--- config.mk ---
export PLATFORM = sky130hd
export DESIGN_NAME = triple_sample_capture
export DESIGN_NICKNAME = d
export VERILOG_FILES = /design/src/rtl/triple_sample_capture.sv
export SDC_FILE = /design/constraint.sdc
export NUM_CORES = 1
export LEC_CHECK = 0
export CORE_MARGIN = 1.5
export CORE_UTILIZATION = 50
export CTS_CLUSTER_DIAMETER = 40
export DETAILED_ROUTE_END_ITERATION = 12
export GPL_TIMING_DRIVEN = 0
export PLACE_DENSITY = 0.83
export REMOVE_ABC_BUFFERS = 1
export SETUP_SLACK_MARGIN = 0.15
export SLEW_MARGIN = 5
export SYNTH_ARGS = -nofsm -noshare
export SYNTH_HDL_FRONTEND = slang
export SYNTH_SLANG_ARGS = --single-unit
--- constraint.sdc ---
create_clock -name clk -period 2.3 [get_ports clk]
set_input_delay 0.69 -clock clk [delete_from_list [all_inputs] [get_ports clk]]
set_output_delay 0.69 -clock clk [all_outputs]
set_load 0.005 [all_outputs]
--- src/rtl/triple_sample_capture.sv ---
// Triple-sample capture front end for the majority voter: samples din three times,
// SAMPLE_GAP clocks apart, and hands A,B,C out over a valid/ready handshake.
module triple_sample_capture #(
    parameter int SAMPLE_GAP = 4,
    parameter int CNT_W      = 8,
    parameter int ERR_W      = 8
) (
    input  logic             clk,
    input  logic             rst_n,
    input  logic             start,
    input  logic             din,
    input  logic             ready,
    input  logic             clear_err,
    output logic             A,
    output logic             B,
    output logic             C,
    output logic             valid,
    output logic             disagree,
    output logic             busy,
    output logic [ERR_W-1:0] err_cnt
);

    typedef enum logic [1:0] {
        ST_IDLE = 2'd0,
        ST_GAP1 = 2'd1,
        ST_GAP2 = 2'd2,
        ST_HOLD = 2'd3
    } state_t;

    localparam logic [CNT_W-1:0] GAP_RELOAD = CNT_W'(SAMPLE_GAP - 1);
    localparam logic [CNT_W-1:0] CNT_ZERO   = {CNT_W{1'b0}};
    localparam logic [ERR_W-1:0] ERR_MAX    = {ERR_W{1'b1}};
    localparam logic [ERR_W-1:0] ERR_ZERO   = {ERR_W{1'b0}};

    // High when the three samples are not unanimous.
    function automatic logic samples_differ(input logic s0, input logic s1, input logic s2);
        return ~((s0 == s1) && (s1 == s2));
    endfunction

    state_t           state_r, next_state_s;
    logic [CNT_W-1:0] cnt_r, cnt_next_s;
    logic             a_r, a_next_s;
    logic             b_r, b_next_s;
    logic             c_r, c_next_s;
    logic             valid_r, valid_next_s;
    logic             disagree_r, disagree_next_s;
    logic [ERR_W-1:0] err_cnt_r, err_next_s;
    logic             capture_done_s;

    // Next-state, gap countdown and sample capture decode.
    always_comb begin
        next_state_s    = state_r;
        cnt_next_s      = cnt_r;
        a_next_s        = a_r;
        b_next_s        = b_r;
        c_next_s        = c_r;
        valid_next_s    = valid_r;
        disagree_next_s = disagree_r;
        capture_done_s  = 1'b0;
        case (state_r)
            ST_IDLE: begin
                if (start) begin
                    a_next_s     = din;
                    cnt_next_s   = GAP_RELOAD;
                    next_state_s = ST_GAP1;
                end else begin
                    next_state_s = ST_IDLE;
                end
            end
            ST_GAP1: begin
                if (cnt_r == CNT_ZERO) begin
                    b_next_s     = din;
                    cnt_next_s   = GAP_RELOAD;
                    next_state_s = ST_GAP2;
                end else begin
                    cnt_next_s = cnt_r - CNT_W'(1);
                end
            end
            ST_GAP2: begin
                if (cnt_r == CNT_ZERO) begin
                    c_next_s        = din;
                    valid_next_s    = 1'b1;
                    disagree_next_s = samples_differ(a_r, b_r, din);
                    capture_done_s  = 1'b1;
                    next_state_s    = ST_HOLD;
                end else begin
                    cnt_next_s = cnt_r - CNT_W'(1);
                end
            end
            ST_HOLD: begin
                // A new start is only seen once we are back in IDLE.
                if (ready) begin
                    valid_next_s = 1'b0;
                    next_state_s = ST_IDLE;
                end else begin
                    next_state_s = ST_HOLD;
                end
            end
            default: begin
                valid_next_s = 1'b0;
                next_state_s = ST_IDLE;
            end
        endcase
    end

    // Saturating disagreement counter; clear has priority over the increment.
    always_comb begin
        err_next_s = err_cnt_r;
        if (clear_err) begin
            err_next_s = ERR_ZERO;
        end else if (capture_done_s && disagree_next_s && (err_cnt_r != ERR_MAX)) begin
            err_next_s = err_cnt_r + ERR_W'(1);
        end else begin
            err_next_s = err_cnt_r;
        end
    end

    // State, counter and output registers.
    always_ff @(posedge clk or negedge rst_n) begin
        if (!rst_n) begin
            state_r    <= ST_IDLE;
            cnt_r      <= CNT_ZERO;
            a_r        <= 1'b0;
            b_r        <= 1'b0;
            c_r        <= 1'b0;
            valid_r    <= 1'b0;
            disagree_r <= 1'b0;
            err_cnt_r  <= ERR_ZERO;
        end else begin
            state_r    <= next_state_s;
            cnt_r      <= cnt_next_s;
            a_r        <= a_next_s;
            b_r        <= b_next_s;
            c_r        <= c_next_s;
            valid_r    <= valid_next_s;
            disagree_r <= disagree_next_s;
            err_cnt_r  <= err_next_s;
        end
    end

    assign A        = a_r;
    assign B        = b_r;
    assign C        = c_r;
    assign valid    = valid_r;
    assign disagree = disagree_r;
    assign err_cnt  = err_cnt_r;
    assign busy     = (state_r != ST_IDLE);

endmodule
==> metrics.yaml <==
leakage_nw: 0.730
grt-ovfl-total: 0
seq_area_um2: 576
n_antenna_cell: 0
yosysTopAreaCellShare_pct: 39.8
globalplace.congestion: 0.828
cts_num_sinks: 23
die_h_um: 56.8
finalCritPeriodShare_pct: 90.5
hold_start: "C$_DFFE_PN0P_"
portBuffers: 19
synth_ff_type: "dfrtp_1"
synth_cells: 151
crit_path_max_incr_delay_ns: 0.58
synth_area_um2: 1450
reg2reg_slack_ns: 0.22
viasPerCell: 6.55
drv_cap: 0
status: "finished, final reports clean"
path_cells: "inv_2, ha_4, nor4b_4, nand4_4, or4_1, a21oi_1"
layout_commonest_cell: "dfrtp_1"
slew_violations: 0
crit_family: "simple AND/OR/NAND/NOR gates"
routed_wirelength_um: 3500
async_flop_share_pct: 100
min_to: "C$_DFFE_PN0P_"
fmax_ghz: 0.481
hold_class: "flop to flop"
path_buf_inv: 1
antenna_found_initial: 0
place_inst: 195
slew_headroom_pct: 29.4
critPathKind: "flop to flop"
timing.rr.start: "state_r[0]$_DFFE_PN0P_"
layout_common_cells: "23 x dfrtp_1, 18 x clkdlybuf4s50_1, 12 x a21oi_1, 11 x nand2_1, 8 x o41ai_1"
cp.required_ns: 2.56
worstMarginPinSlew_ns: 1.06
initial_core_util_pct: 52.5
path_clk_slew_ns: 0.14
grt_pass1_vias: 1279
synthToLayoutAreaGrowth_pct: 22.9
drt-initial-drc-count: 33
ys_seq_elements: 23
ios: 20
ys_types: 37
yosysTopAreaCell: "dfrtp_1"
ys_seq_area_share_pct: 39.8
end_kind: "flop"
critPathSlowestCell: "or4_1"
setup_violations: 0
ys_top_cells_by_area: "dfrtp_1 40%, ha_1 6.1%, o41ai_1 4.8%, a21oi_1 4.1%, nor4b_4 3.3%"
crit_start: "state_r[0]$_DFFE_PN0P_"
clock_tree.root_cell: "clkbuf_4"
synth.avg_cell_area_um2: 9.59
h-tree-depth: 1
wire_per_inst_um: 17.0
period_needed_ns: 2.08
drive_above_1_share_pct: 16.0
grt_max_degree: 24
holdPathStages: 2
die_w_um: 56.8
ys_warn_count: 0
power.density_nw_per_um2: 1190
tritoncts: "yes"
fin_nets: 189
r2r-end: "err_cnt[3]$_DFFE_PN0P_"
final_antenna_net_count: 0
synth_edf_count: 0
dr.pass1.iters: 4
fill_cells: 216
ir_drop_mv: 1.13
clk_latency_ns: 0.32
fin_skew_ns: 0.00784
dp_slack_ns: -0.229
drc: 0
rsz0062_at_grt: "yes"
hold_viol_final: 0
multi_input_area_um2: 862
grt_pass1_wl_um: 5840
numCtsBuffers: 3
num_rows: 19
instances_no_fill: 206
worstPathArrival_ns: 2.34
hpwlAfterDp_um: 2280
grt_usage_pct: 23.1
coreArea_um2: 2760
fin_ws_ns: 0.219
crit_fanout: 13
startpoint_type: "flop"
cts_max_path_buffers: 2
r2r_cells: 6
vias: 1350
die-area_um2: 3230
==> report_power, final <==
part | internal (mW) | switching [mW] | total (mW)
sequential | 0.524 | 0.127 | 0.651
clock | 0.0653 | 0.132 | 0.197
combinational | 0.594 | 0.669 | 1.26
total | 1.18 | 0.927 | 2.11
==> Yosys cell counts, types with 3 or more instances <==
| cell type | count |
|---|---|
| a21oi_1 | 12 |
| dfrtp_1 | 23 |
| or3_1 | 6 |
| o41ai_1 | 8 |
| nand3_1 | 6 |
| mux2_2 | 3 |
| nor3_1 | 7 |
| or4_1 | 6 |
| nor2_1 | 6 |
| o31ai_1 | 5 |
| ha_1 | 7 |
| nand2_1 | 11 |
| inv_1 | 9 |
| a22oi_1 | 6 |
| o21ai_0 | 4 |
==> flip-flops by register name, summed over array words and instances, names as in the netlist <==
register	count
A	1
B	1
C	1
cnt_r	8
disagree	1
err_cnt	8
state_r	2
valid	1
==> logic make-up (layout without fill, tap and decap cells) <==
kind of cell / Yosys count / in the layout / share of synthesized area (%)
AOI/OAI and AO/OA: 41 / 41 / 19.2
adders and majority gates: 7 / 7 / 6.05
buffers and inverters: 15 / 39 / 4.58
DFF: 23 / 23 / 39.8
muxes: 3 / 3 / 2.33
and+or+nand+nor: 62 / 62 / 28.1
==> layout make-up <==
| cell class | count | share of cell area, % |
|---|---|---|
| clock buffer | 3 | 1.27 |
| multi-input combinational | 113 | 48.5 |
| timing repair buffer | 26 | 13.6 |
| sequential | 23 | 32.3 |
| clock inverter | 1 | 0.281 |
| tap | 31 | 2.18 |
| inverter | 9 | 1.90 |
==> worst register-to-register path: cells and delay by family, from the launching register on <==
kind | cells | cell delay (ns)
simple gates | 3 | 1.10
fa+ha+maj | 1 | 0.22
flops | 1 | 0.43
compound gates | 1 | 0.16
buf+inv | 1 | 0.12
==> worst max-delay path by stage <==
stage	cells past startpoint	slack [ns]	to
floorplan	6	0.22	err_cnt[3]$_DFFE_PN0P_
global placement	5	-0.16	err_cnt[5]$_DFFE_PN0P_
detailed placement	5	-0.23	err_cnt[3]$_DFFE_PN0P_
CTS	5	0.20	B$_DFFE_PN0P_
global route	6	0.12	err_cnt[3]$_DFFE_PN0P_
finish	6	0.22	err_cnt[3]$_DFFE_PN0P_
==> through the flow <==
step | instance area, µm² | hold slack, ns | power, mW | setup TNS, ns | util [%]
3_3_place_gp | 1640 | 0.457 | 1.65 | -0.906 | 59.6
5_1_grt | 1780 | 0.515 | 2.24 | 0 | 64.5
4_1_cts | 1750 | 0.486 | 2.02 | 0 | 63.3
3_5_place_dp | 1640 | 0.457 | 1.69 | -1.37 | 59.6
2_1_floorplan | 1420 | 0.394 | 1.37 | 0 | -
6_report | 1780 | 0.481 | 2.11 | 0 | 64.5
==> routing by layer <==
layer | global-route usage (%) | vias to the layer above | routed length (µm)
li1 | - | 629 | -
met1 | 29.8 | 651 | 1490
met2 | 38.7 | 61 | 1740
met3 | 3.23 | 9 | 199
met4 | 9.63 | 0 | 74
met5 | 0 | - | 0
==> timing repair <==
action / 4_1_cts / 5_1_grt
hold buffers: 0 / 0
setup endpoints to repair: 10 / 12
buffers inserted: 5 / 2
cloned: 0 / 0
pin swaps: 1 / 1
endpoints found under the hold margin: 0 / 0
gates resized for setup: 9 / 4
(Power assumes the default switching activity.)
